## config.mk

```make
export PLATFORM = sky130hd
export DESIGN_NAME = pc_sequencer
export DESIGN_NICKNAME = d
export VERILOG_FILES = /design/src/rtl/pc_sequencer.sv
export SDC_FILE = /design/constraint.sdc
export NUM_CORES = 1
export LEC_CHECK = 0
export CAP_MARGIN = 30
export CORE_ASPECT_RATIO = 1.25
export CORE_MARGIN = 2
export CORE_UTILIZATION = 66
export CTS_BUF_LIST = sky130_fd_sc_hd__clkbuf_4
export DETAILED_ROUTE_END_ITERATION = 10
export DONT_BUFFER_PORTS = 1
export PLACE_DENSITY = 0.82
export SYNTH_ARGS = -nofsm -noshare
export SYNTH_HDL_FRONTEND = slang
export SYNTH_SLANG_ARGS = --single-unit
```

## constraint.sdc

```tcl
create_clock -name clk -period 3.5 [get_ports clk]
set_clock_uncertainty 0.05 [all_clocks]
set_input_delay 0.7 -clock clk [delete_from_list [all_inputs] [get_ports clk]]
set_output_delay 0.7 -clock clk [all_outputs]
set_load 0.1 [all_outputs]
```

## src/rtl/pc_sequencer.sv

```systemverilog
// rtl/pc_sequencer.sv - fetch/next-PC controller with return-address stack
module pc_sequencer #(
    parameter int              ADDR_W      = 16,
    parameter int              STACK_DEPTH = 4,
    parameter logic [ADDR_W-1:0] RESET_VEC = '0
) (
    input  logic              clk,
    input  logic              re,
    input  logic              start,
    input  logic              halt,
    input  logic [ADDR_W-1:0] pc_value,
    output logic              mem_req,
    output logic [ADDR_W-1:0] mem_addr,
    input  logic              mem_ack,
    output logic              ir_load,
    input  logic              jump_req,
    input  logic              call_req,
    input  logic              ret_req,
    input  logic [ADDR_W-1:0] target,
    output logic              pc_re,
    output logic              pc_incre,
    output logic              pc_sel,
    output logic [ADDR_W-1:0] pc_load,
    output logic              pc_cs,
    output logic              pc_w,
    output logic              pc_r,
    output logic              busy,
    output logic              fault
);

    localparam int SP_W = $clog2(STACK_DEPTH) + 1;
    localparam int IX_W = $clog2(STACK_DEPTH);

    typedef enum logic [2:0] {
        S_IDLE, S_START, S_FETCH, S_DECODE, S_UPDATE, S_HALT, S_FAULT
    } state_t;

    state_t            state, state_d;
    logic [SP_W-1:0]   sp;
    logic [SP_W-1:0]   sp_m1;
    logic [ADDR_W-1:0] stack_mem [STACK_DEPTH];
    logic              upd_seq;
    logic [ADDR_W-1:0] upd_val;
    logic              halt_seen;
    logic              fault_q;
    logic              stack_empty, stack_full, dec_fault;

    assign sp_m1       = sp - SP_W'(1);
    assign stack_empty = (sp == '0);
    assign stack_full  = (sp == SP_W'(STACK_DEPTH));
    // ret outranks call, so a call only faults when no ret is pending
    assign dec_fault   = ret_req ? stack_empty : (call_req && stack_full);

    always_comb begin
        state_d = state;
        case (state)
            S_IDLE:   if (start) state_d = S_START;
            S_START:  state_d = S_FETCH;
            S_FETCH:  if (mem_ack) state_d = S_DECODE;
            S_DECODE: state_d = dec_fault ? S_FAULT : S_UPDATE;
            S_UPDATE: state_d = (halt_seen || halt) ? S_HALT : S_FETCH;
            S_HALT:   if (start) state_d = S_FETCH;
            S_FAULT:  state_d = S_FAULT;
            default:  state_d = S_IDLE;
        endcase
    end

    always_comb begin
        mem_req  = 1'b0;
        mem_addr = '0;
        ir_load  = 1'b0;
        pc_re    = 1'b0;
        pc_incre = 1'b0;
        pc_sel   = 1'b0;
        pc_load  = '0;
        pc_cs    = 1'b0;
        pc_w     = 1'b0;
        pc_r     = 1'b1;
        busy     = !(state == S_IDLE || state == S_HALT || state == S_FAULT);
        fault    = fault_q;
        case (state)
            S_START: begin
                pc_re   = 1'b1;
                pc_cs   = 1'b1;
                pc_w    = 1'b1;
                pc_sel  = 1'b1;
                pc_load = RESET_VEC;
            end
            S_FETCH: begin
                mem_req  = 1'b1;
                mem_addr = pc_value;
                ir_load  = mem_ack;
            end
            S_UPDATE: begin
                pc_cs    = 1'b1;
                pc_w     = 1'b1;
                pc_incre = upd_seq;
                pc_sel   = !upd_seq;
                pc_load  = upd_seq ? '0 : upd_val;
            end
            default: ;
        endcase
    end

    always_ff @(posedge clk or posedge re) begin
        if (re) begin
            state     <= S_IDLE;
            sp        <= '0;
            upd_seq   <= 1'b1;
            upd_val   <= '0;
            halt_seen <= 1'b0;
            fault_q   <= 1'b0;
        end else begin
            state <= state_d;
            // halt requests accumulate until the UPDATE that honours them
            case (state)
                S_IDLE, S_HALT: halt_seen <= start && halt;
                S_UPDATE:       halt_seen <= 1'b0;
                default:        halt_seen <= halt_seen || halt;
            endcase
            if (state == S_DECODE) begin
                if (dec_fault) begin
                    fault_q <= 1'b1;
                end else if (ret_req) begin
                    upd_seq <= 1'b0;
                    upd_val <= stack_mem[sp_m1[IX_W-1:0]];
                    sp      <= sp_m1;
                end else if (call_req) begin
                    upd_seq <= 1'b0;
                    upd_val <= target;
                    sp      <= sp + SP_W'(1);
                end else if (jump_req) begin
                    upd_seq <= 1'b0;
                    upd_val <= target;
                end else begin
                    upd_seq <= 1'b1;
                end
            end
        end
    end

    always_ff @(posedge clk) begin
        if (state == S_DECODE && !ret_req && call_req && !stack_full)
            stack_mem[sp[IX_W-1:0]] <= pc_value + ADDR_W'(1);
    end

endmodule

```

==> flow_metrics.py <==
metrics = {
    "run_status": {
        "outcome": "complete, no violations",
    },
    "critical_path": {
        "reg2reg_depth": 7,
        "worst_ep_arrival_time_ps": 2300,
        "worstPathMaxFanout": 14,
        "reg2reg_to": "upd_val[14]",
        "r2r_setup_slack_ps": 1000,
        "worst_setup_path_end_kind": "output pin",
        "r2r-start": "sp[0]",
        "cp.required_ps": 2750,
        "critPathKind": "reg -> out",
        "start_kind": "flip-flop",
    },
    "synthesis": {
        "synth_fa_ha_area_share_pct": 1.70,
        "netlist_area_um2": 4420,
        "synthTopCellsByCount": "edfxtp_1, and2_1, mux2_1, dfrtp_1, inv_1",
        "syn_inst": 344,
        "avgSynthCellArea_um2": 12.9,
        "synth_nets": 390,
        "ys_seq_area_share_pct": 57.6,
        "synth_area_leader_cell": "edfxtp_1",
        "synthTopCellsByArea": "edfxtp_1, dfrtp_1, mux2_1, and2_1, mux2_4",
        "synth_top_family_by_area": "multiplexers",
        "yosysMostFrequentCell": "edfxtp_1",
        "ys_warn_count": 0,
        "synth_cell_types": 47,
        "muxShareOfSynthArea_pct": 13.5,
        "synth_top_area_share_pct": 43.4,
        "synth-simple-area-share_pct": 12.4,
        "ys.flop_type": "edfxtp_1",
        "synth_edf_count": 64,
        "synth_compound_area_share_pct": 6.93,
        "yosys_register_bits": 89,
        "async_reset_ff_share_pct": 28.1,
        "synth_xor_area_share_pct": 3.17,
    },
    "clocking": {
        "ctsResizeCount": 0,
        "cts_buffer_depth": 2,
        "cts_num_sinks": 89,
        "root_buffer": "clkbuf_4",
        "clock_latency_ps": 410,
        "cts_tree": "yes",
        "cts_hold_buffers": 0,
        "cts.clk_slew.worst_paths_ps": 130,
        "h-tree-depth": 3,
        "cts_buffers": 9,
        "post_cts_buffers": 0,
    },
    "cells_and_area": {
        "final_net_count": 425,
        "area_growth_pct": 11.2,
        "final_core_util_pct": 75.4,
        "antennaDiodeCount": 0,
        "layout-drive-gt1-share_pct": 24.2,
        "finalNonFillerCells": 471,
    },
    "power_and_ir_drop": {
        "p_seq_share_pct": 34.9,
        "worst_ir_drop_vdd_mv": 0.843,
        "internal_power_w": 0.00220,
        "sw_frac_of_total_pct": 48.7,
        "p_sw_w": 0.00208,
        "clockPowerShare_pct": 11.1,
        "p_leak_nw": 1.93,
        "power_density_nw_per_um2": 870,
        "comb_power_share_pct": 54.0,
    },
    "sta": {
        "rsz0062_at_grt": "false",
        "slew_headroom_pct": 39.5,
        "hold_violations": 0,
        "post-route-period-util_pct": 87.1,
        "worst_slack_ps": 452,
        "finalSetupTns_ps": 0,
        "finalSetupViolCount": 0,
        "drv_slew": 0,
        "tightest_slew_ps": 907,
        "fmax_mhz": 328,
        "fin_crit_ps": 3050,
    },
    "floorplanning": {
        "die_h_um": 95.5,
        "core-area_um2": 6520,
        "ios": 82,
        "rows": 33,
        "fp.dieW_um": 77.2,
        "start_util_pct": 67.8,
        "dieArea_um2": 7380,
    },
    "drt": {
        "drc": 0,
        "finalWirelength_mm": 7.61,
        "drtAntennaViolNets": 0,
        "first_pass_iters": 4,
        "first_iter_violations": 203,
        "num_vias": 2698,
        "avgViaCountPerCell": 5.73,
        "wl_per_cell_um": 16.2,
    },
    "placement": {
        "dpl.hpwl_mm": 5.54,
        "gp_congestion": 0.798,
        "port_buffers": 0,
        "place_inst": 455,
        "post-place-ws_ps": 926,
    },
    "global_routing": {
        "overflow": 0,
        "grt_pass1_wl_mm": 12.0,
        "antenna_found_initial": 0,
        "grt_pass1_vias": 2654,
        "grt_max_degree": 33,
        "grt_usage_pct": 21.5,
    },
    "min_path": {
        "holdCritPathClass": "in -> async",
    },
    "job": {
        "cap_violations": 0,
    },
}
cells in the final DEF (no fill, tap or decap), drive strengths merged, types with 4 or more instances in the layout:
master  instances
clkinv          4
edfxtp         64
xnor2          13
mux2           49
nor3            6
nand4           4
nand3           7
a22oi          16
and2           38
o21ai          18
inv            25
a21oi           6
nor2           12
buf            43
clkbuf          9
dfrtp          24
ha              6
nand2           8
worst max-delay path, stage by stage, from the launching register on:
cell,delay (ps)
dfrtp_1,680
nand2_1,240
nor2_2,140
buf_4,300
or2_2,510
cell families (layout without fill, tap and decap cells):
kind of cell             count (synthesis)  in the layout
flip-flops                              89             89
AO/OA/AOI/OAI                           48             48
AND/OR/NAND/NOR                         91             91
multiplexers                            50             50
other                                    1              1
XOR/XNOR                                16             16
adder cells (fa/ha/maj)                  6              6
buffers and inverters                   43             83
layer usage:
layer	part of all wire [%]	wire length, µm	global-route usage (%)	vias to the layer above
li1	-	-	-	1301
met1	45	3400	28.1	1276
met5	0	0	0	-
met2	48	3630	34.8	108
met4	1.8	138	10.9	0
met3	5.8	443	4.26	13
worst max path at each step:
stage	start	to	slack, ps	cells after the start
final	state[0]	pc_sel	450	4
after global routing	state[0]	pc_sel	310	4
after CTS	state[0]	pc_sel	420	4
after detailed placement	state[0]	pc_sel	930	4
after global placement	state[0]	pc_sel	990	4
after floorplan	state[0]	pc_sel	10	4
through the flow:
stage	hold WS, ps	instance area [µm²]	power (W)
final	132	4920	0.00428
after global placement	432	4780	0.00377
after floorplan	422	4430	0.00347
after CTS	114	4920	0.00430
after global routing	138	4920	0.00448
after detailed placement	434	4810	0.00383
area by class of cell:
class	count	area (µm²)
repair buffers	43	343
flip-flops and latches	89	2550
clock buffers	9	67.6
well taps	87	109
multi-input cells	212	1720
inverters	24	90.1
clock inverters	7	45.0
fillers	451	1600
flip-flops by register name (all words and copies together), names as in the netlist:
register,cells
upd_val,16
upd_seq,1
state,3
sp,3
stack_mem,64
halt_seen,1
fault,1
power groups by stage:
stage / Clock, W / Combinational (W) / Sequential (W)
after floorplan: 0 / 0.00204 / 0.00143
after global placement: 0 / 0.00227 / 0.00150
after detailed placement: 0 / 0.00232 / 0.00152
after CTS: 0.000478 / 0.00232 / 0.00149
after global routing: 0.000516 / 0.00244 / 0.00152
final: 0.000474 / 0.00231 / 0.00149
Note: power is estimated with default switching activity, not from simulation.
